File: src/rtl/disp_scan_capture.sv
// Receiver for a multiplexed 8-digit active-low 7-segment bus: settles on each lit digit,
// decodes it back to hex and publishes whole frames. Optional macro DISP_CAP_STABLE_EN.
module disp_scan_capture #(
  parameter int unsigned SETTLE_CNT = 2
) (
  input  logic        CLK,
  input  logic        RST,
  input  logic        SMP_CE,
  input  logic [7:0]  AN,
  input  logic        CA,
  input  logic        CB,
  input  logic        CC,
  input  logic        CD,
  input  logic        CE,
  input  logic        CF,
  input  logic        CG,
  input  logic        DP,
  output logic [31:0] HEX_OUT,
  output logic [7:0]  DP_OUT,
  output logic [7:0]  OFF_OUT,
  output logic [7:0]  BAD_OUT,
  output logic        FRAME_VLD,
  output logic        ERR
);

  typedef enum logic [1:0] {S_IDLE, S_SETTLE, S_HOLD} state_t;

  state_t          state_q, state_d;
  logic [3:0]      cnt_q, cnt_d;
  logic [3:0]      cnt_inc;

  logic [7:0]      an_s_q, an_prev_q;
  logic [6:0]      seg_s_q;
  logic            dp_s_q;

  logic [7:0]      mask_q, mask_d, mask_set;
  logic [7:0][3:0] stage_hex_q, stage_hex_d;
  logic [7:0]      stage_dp_q, stage_dp_d;
  logic [7:0]      stage_off_q, stage_off_d;
  logic [7:0]      stage_bad_q, stage_bad_d;

  logic [31:0]     hex_q;
  logic [7:0]      dp_out_q, off_out_q, bad_out_q;
  logic            frame_vld_q, err_q;

  logic            an_idle, an_valid, an_illegal;
  logic [3:0]      zero_cnt;
  logic [2:0]      dig_idx;
  logic            win_stable;
  logic            cap, clr_mask, ill_err, fire, err_d;
  logic [5:0]      dec;

  // Returns {bad, off, nibble} for an active-high {g..a} pattern.
  function automatic logic [5:0] decode_seg(input logic [6:0] s);
    case (s)
      7'h3F:   decode_seg = {2'b00, 4'h0};
      7'h06:   decode_seg = {2'b00, 4'h1};
      7'h5B:   decode_seg = {2'b00, 4'h2};
      7'h4F:   decode_seg = {2'b00, 4'h3};
      7'h66:   decode_seg = {2'b00, 4'h4};
      7'h6D:   decode_seg = {2'b00, 4'h5};
      7'h7D:   decode_seg = {2'b00, 4'h6};
      7'h07:   decode_seg = {2'b00, 4'h7};
      7'h7F:   decode_seg = {2'b00, 4'h8};
      7'h6F:   decode_seg = {2'b00, 4'h9};
      7'h77:   decode_seg = {2'b00, 4'hA};
      7'h7C:   decode_seg = {2'b00, 4'hB};
      7'h39:   decode_seg = {2'b00, 4'hC};
      7'h5E:   decode_seg = {2'b00, 4'hD};
      7'h79:   decode_seg = {2'b00, 4'hE};
      7'h71:   decode_seg = {2'b00, 4'hF};
      7'h00:   decode_seg = {2'b01, 4'h0};
      default: decode_seg = {2'b10, 4'h0};
    endcase
  endfunction

  // Line sampling; the FSM always works on the registered copy.
  always_ff @(posedge CLK or posedge RST) begin
    if (RST) begin
      an_s_q    <= '1;
      an_prev_q <= '1;
      seg_s_q   <= '0;
      dp_s_q    <= 1'b0;
    end else if (SMP_CE) begin
      an_s_q    <= AN;
      an_prev_q <= an_s_q;
      seg_s_q   <= ~{CG, CF, CE, CD, CC, CB, CA};
      dp_s_q    <= ~DP;
    end
  end

`ifdef DISP_CAP_STABLE_EN
  logic [6:0] seg_prev_q;
  logic       dp_prev_q;

  always_ff @(posedge CLK or posedge RST) begin
    if (RST) begin
      seg_prev_q <= '0;
      dp_prev_q  <= 1'b0;
    end else if (SMP_CE) begin
      seg_prev_q <= seg_s_q;
      dp_prev_q  <= dp_s_q;
    end
  end

  assign win_stable = (seg_s_q == seg_prev_q) && (dp_s_q == dp_prev_q);
`else
  assign win_stable = 1'b1;
`endif

  always_comb begin
    zero_cnt = '0;
    dig_idx  = '0;
    for (int unsigned i = 0; i < 8; i++) begin
      if (!an_s_q[i]) begin
        zero_cnt = zero_cnt + 4'd1;
        dig_idx  = 3'(i);
      end
    end
    an_idle    = (an_s_q == '1);
    an_valid   = (zero_cnt == 4'd1);
    an_illegal = !an_idle && !an_valid;
  end

  assign cnt_inc = cnt_q + 4'd1;

  // State register
  always_ff @(posedge CLK or posedge RST) begin
    if (RST) begin
      state_q <= S_IDLE;
      cnt_q   <= '0;
    end else if (SMP_CE) begin
      state_q <= state_d;
      cnt_q   <= cnt_d;
    end
  end

  // Next-state logic
  always_comb begin
    state_d  = state_q;
    cnt_d    = cnt_q;
    cap      = 1'b0;
    clr_mask = 1'b0;
    ill_err  = 1'b0;
    if (an_illegal) begin
      ill_err  = 1'b1;
      clr_mask = 1'b1;
      state_d  = S_IDLE;
      cnt_d    = '0;
    end else if (an_idle) begin
      clr_mask = 1'b1;
      state_d  = S_IDLE;
      cnt_d    = '0;
    end else begin
      case (state_q)
        S_IDLE: begin
          state_d = S_SETTLE;
          cnt_d   = '0;
        end
        S_SETTLE: begin
          if (an_s_q != an_prev_q) begin
            cnt_d = '0;
          end else if (!win_stable) begin
            cnt_d = '0;
          end else if (cnt_inc == 4'(SETTLE_CNT)) begin
            cap     = 1'b1;
            state_d = S_HOLD;
            cnt_d   = '0;
          end else begin
            cnt_d = cnt_inc;
          end
        end
        S_HOLD: begin
          if (an_s_q != an_prev_q) begin
            state_d = S_SETTLE;
            cnt_d   = '0;
          end
        end
        default: begin
          state_d = S_IDLE;
          cnt_d   = '0;
        end
      endcase
    end
  end

  // Output / datapath logic; the completing digit is merged before the frame is published.
  always_comb begin
    dec         = decode_seg(seg_s_q);
    mask_set    = mask_q | (8'd1 << dig_idx);
    fire        = cap && (mask_set == '1);
    err_d       = ill_err || (cap && dec[5]);
    stage_hex_d = stage_hex_q;
    stage_dp_d  = stage_dp_q;
    stage_off_d = stage_off_q;
    stage_bad_d = stage_bad_q;
    mask_d      = mask_q;
    if (cap) begin
      stage_hex_d[dig_idx] = dec[3:0];
      stage_dp_d[dig_idx]  = dp_s_q;
      stage_off_d[dig_idx] = dec[4];
      stage_bad_d[dig_idx] = dec[5];
      mask_d               = fire ? '0 : mask_set;
    end
    if (clr_mask) begin
      mask_d = '0;
    end
  end

  always_ff @(posedge CLK or posedge RST) begin
    if (RST) begin
      mask_q      <= '0;
      stage_hex_q <= '0;
      stage_dp_q  <= '0;
      stage_off_q <= '0;
      stage_bad_q <= '0;
      hex_q       <= '0;
      dp_out_q    <= '0;
      off_out_q   <= '0;
      bad_out_q   <= '0;
      frame_vld_q <= 1'b0;
      err_q       <= 1'b0;
    end else begin
      frame_vld_q <= 1'b0;
      err_q       <= 1'b0;
      if (SMP_CE) begin
        mask_q      <= mask_d;
        stage_hex_q <= stage_hex_d;
        stage_dp_q  <= stage_dp_d;
        stage_off_q <= stage_off_d;
        stage_bad_q <= stage_bad_d;
        frame_vld_q <= fire;
        err_q       <= err_d;
        if (fire) begin
          hex_q     <= stage_hex_d;
          dp_out_q  <= stage_dp_d;
          off_out_q <= stage_off_d;
          bad_out_q <= stage_bad_d;
        end
      end
    end
  end

  assign HEX_OUT   = hex_q;
  assign DP_OUT    = dp_out_q;
  assign OFF_OUT   = off_out_q;
  assign BAD_OUT   = bad_out_q;
  assign FRAME_VLD = frame_vld_q;
  assign ERR       = err_q;

endmodule

File: config.mk
export PLATFORM = sky130hd
export DESIGN_NAME = disp_scan_capture
export DESIGN_NICKNAME = d
export VERILOG_FILES = /design/src/rtl/disp_scan_capture.sv
export SDC_FILE = /design/constraint.sdc
export NUM_CORES = 1
export LEC_CHECK = 0
export ABC_AREA = 1
export ABC_CLOCK_PERIOD_IN_PS = 13300
export CAP_MARGIN = 25
export CORE_ASPECT_RATIO = 1.5
export CORE_MARGIN = 3
export CORE_UTILIZATION = 50
export CTS_CLUSTER_DIAMETER = 60
export DETAILED_ROUTE_END_ITERATION = 8
export GPL_ROUTABILITY_DRIVEN = 1
export PLACE_DENSITY = 0.74
export SLEW_MARGIN = 25
export SYNTH_ARGS = -nofsm -noshare
export SYNTH_HDL_FRONTEND = slang
export SYNTH_SLANG_ARGS = --single-unit
File: constraint.sdc
create_clock -name CLK -period 13.3 [get_ports CLK]
set_clock_uncertainty 0.05 [all_clocks]
set_input_delay 1.995 -clock CLK [delete_from_list [all_inputs] [get_ports CLK]]
set_output_delay 1.995 -clock CLK [all_outputs]
set_load 0.005 [all_outputs]
==> impl_metrics.tcl <==
set metrics [dict create \
    p_leak_nw 5.34 \
    grt_max_degree 95 \
    layout-drive-gt1-share_pct 7.85 \
    die-area_um2 19000 \
    status "finished clean" \
    hold_class "register to register" \
    worstSetupPathType "register to register" \
    cts_tree "built" \
    seq_area_frac_synth_pct 44.1 \
    cts_made_buffers 17 \
    syn_to_final_growth_pct 14.9 \
    cts_resized 0 \
    finalCriticalPeriod_ns 6.16 \
    layout_common_cells "682 x nand2_1, 136 x dfrtp_1, 94 x nand3_1, 75 x clkdlybuf4s50_1, 62 x o21ai_0" \
    cp_slowest_cell "nor3_4" \
    maxCapViolCount 0 \
    final_common_cell "nand2_1" \
    power_mw 1.18 \
    top_level_ports 77 \
    ant_nets 0 \
    post-cts-setup-buffer-count 0 \
    final_cell_count_no_fill 1509 \
    fin_crit_sh_pct 46.3 \
    critPathMaxStageDelay_ns 0.84 \
    overflow 0 \
    die_h_um 167 \
    syn_area_um2 8670 \
    rows 58 \
    firstDrtPassIters 6 \
    setup_violations 0 \
    yosys_warnings 0 \
    vias 8026 \
    final_hold_viol_count 0 \
    design_area_um2 9960 \
    crit_arrival_ns 6.48 \
    rsz0062_at_grt "no" \
    vias_per_cell 5.32 \
    holdWs_ns 0.426 \
    drt-initial-drc-count 697 \
    powerDensity_nw_per_um2 119 \
    end_kind "register" \
    max-vdd-ir-drop_mv 0.0849 \
    initial_core_util_pct 51.3 \
    tightestPinTransition_ns 0.985 \
    grt_pass1_wl_um 37400 \
    crit_required_ns 13.62 \
    num-nets-final 1314 \
    gp_congestion 0.882 \
    placed_cell_area_um2 9350 \
    grt_util_all_layers_pct 24.2 \
    cts.path.max_buffers 2 \
    wirelength_um 22000 \
    core_area_um2 16900 \
    tns_ns 0 \
    max_freq_mhz 162 \
    synth_cells 1244 \
    antenna_found_initial 0 \
    n_antenna_cell 0 \
    ctsHoldBuffers 0 \
    clkTransAtPathRegs_ns 0.07 \
    clk_latency_ns 0.43 \
    die_x_um 114 \
    synth_cell_types 39 \
    ys_ff_latch 152 \
    clock-root-buffer "clkbuf_16" \
    max-slew-margin-rel_pct 34.1 \
    syn_avg_cell_area_um2 6.97 \
    wl_per_cell_um 14.6 \
    crit_path_start_kind "register" \
    cts_sinks 152 \
    grt_pass1_vias 7714 \
    synthesis.nets 1272 \
    cp_max_fo 59 \
    hpwl_um 14100 \
    drc_errors 0 \
    cp_common_cell "nand2_1" \
    port-buffer-count 76 \
    placed_cells 1477 \
    finalMaxSlewViolations 0 \
    cts.htree.levels 4 \
]
sequential cells by signal, indices dropped and copies added, names as in the netlist:
register     count
HEX_OUT         32
stage_hex_q     32
an_prev_q        8
ERR              1
cnt_q            4
DP_OUT           8
seg_s_q          7
BAD_OUT          8
stage_off_q      8
stage_bad_q      8
state_q          2
OFF_OUT          8
an_s_q           8
stage_dp_q       8
FRAME_VLD        1
dp_s_q           1
mask_q           8
per-stage QoR:
stage / setup WS [ns] / utilization (%)
2_1_floorplan: 7.19 / -
3_3_place_gp: 7.38 / 55.2
5_1_grt: 6.59 / 58.9
6_report: 7.14 / 58.9
3_5_place_dp: 7.18 / 55.3
4_1_cts: 7.16 / 58.9
cells in the mapped netlist, drive strengths merged:
master | n | area (um^2)
and2 | 1 | 6.26
clkbuf | 18 | 67.6
nand4 | 15 | 106
dlygate4sd1 | 3 | 26.3
nand3b | 3 | 22.5
ha | 9 | 113
or2 | 5 | 31.3
nand2 | 689 | 2610
a21o | 1 | 7.51
nor3 | 16 | 85.1
o21ai | 64 | 324
nor4 | 5 | 31.3
xnor2 | 5 | 43.8
dfrtp | 136 | 3400
inv | 69 | 264
nand3 | 101 | 541
nor2 | 40 | 179
dfstp | 16 | 420
xor2 | 1 | 8.76
a21oi | 6 | 37.5
buf | 41 | 344
layout make-up:
class | count | area, um^2
inverter | 69 | 269
multi-input combinational | 961 | 4160
sequential | 152 | 3820
clock buffer | 18 | 439
fill | 1581 | 6950
timing repair buffer | 85 | 836
clock inverter | 14 | 174
tap | 210 | 263
report_power, final:
part	leakage, nW	switching [mW]	internal [mW]
clock network	0.289	0.204	0.301
logic	3.00	0.134	0.0530
registers	2.05	0.0141	0.478
path summary, 6_finish.rpt:
path                                       start                 endpoint  slack (ns)  cells past startpoint
max in group asynchronous                    RST  HEX_OUT[16]$_DFFE_PP0P_        9.80                      3
hold / removal             mask_q[5]$_DFFE_PP0P_    mask_q[5]$_DFFE_PP0P_        0.43                      2
setup reg to reg           an_s_q[1]$_DFFE_PP1P_   HEX_OUT[0]$_DFFE_PP0P_        7.14                     29
min in group asynchronous                    RST   seg_s_q[2]$_DFFE_PP0P_        2.07                      2
hold reg to reg            mask_q[5]$_DFFE_PP0P_    mask_q[5]$_DFFE_PP0P_        0.43                      2
setup / recovery           an_s_q[1]$_DFFE_PP1P_   HEX_OUT[0]$_DFFE_PP0P_        7.14                     29
worst max-delay path: cells and delay by family (launching register included):
kind	cells	cell delay, ns
AO/OA/AOI/OAI	1	0.12
adder cells (fa/ha/maj)	6	1.68
buffers and inverters	6	1.05
flip-flops	1	0.56
AND/OR/NAND/NOR	16	2.59
cell families (layout without fill, tap and decap cells):
family	Yosys count	in the layout	synth area share [%]
AND/OR/NAND/NOR	875	875	41.6
flip-flops	152	152	44.1
buffers and inverters	131	186	8.10
AO/OA/AOI/OAI	71	71	4.26
adder cells (fa/ha/maj)	9	9	1.30
XOR/XNOR	6	6	0.606
per-layer routing:
layer	global-route usage [%]	vias up	share of wire [%]
met5	0	-	0
li1	-	3970	-
met3	4.16	61	4.6
met4	9.57	0	3.1
met2	41.6	253	51
met1	29.9	3742	41
Power figures use the tool's default switching activity.
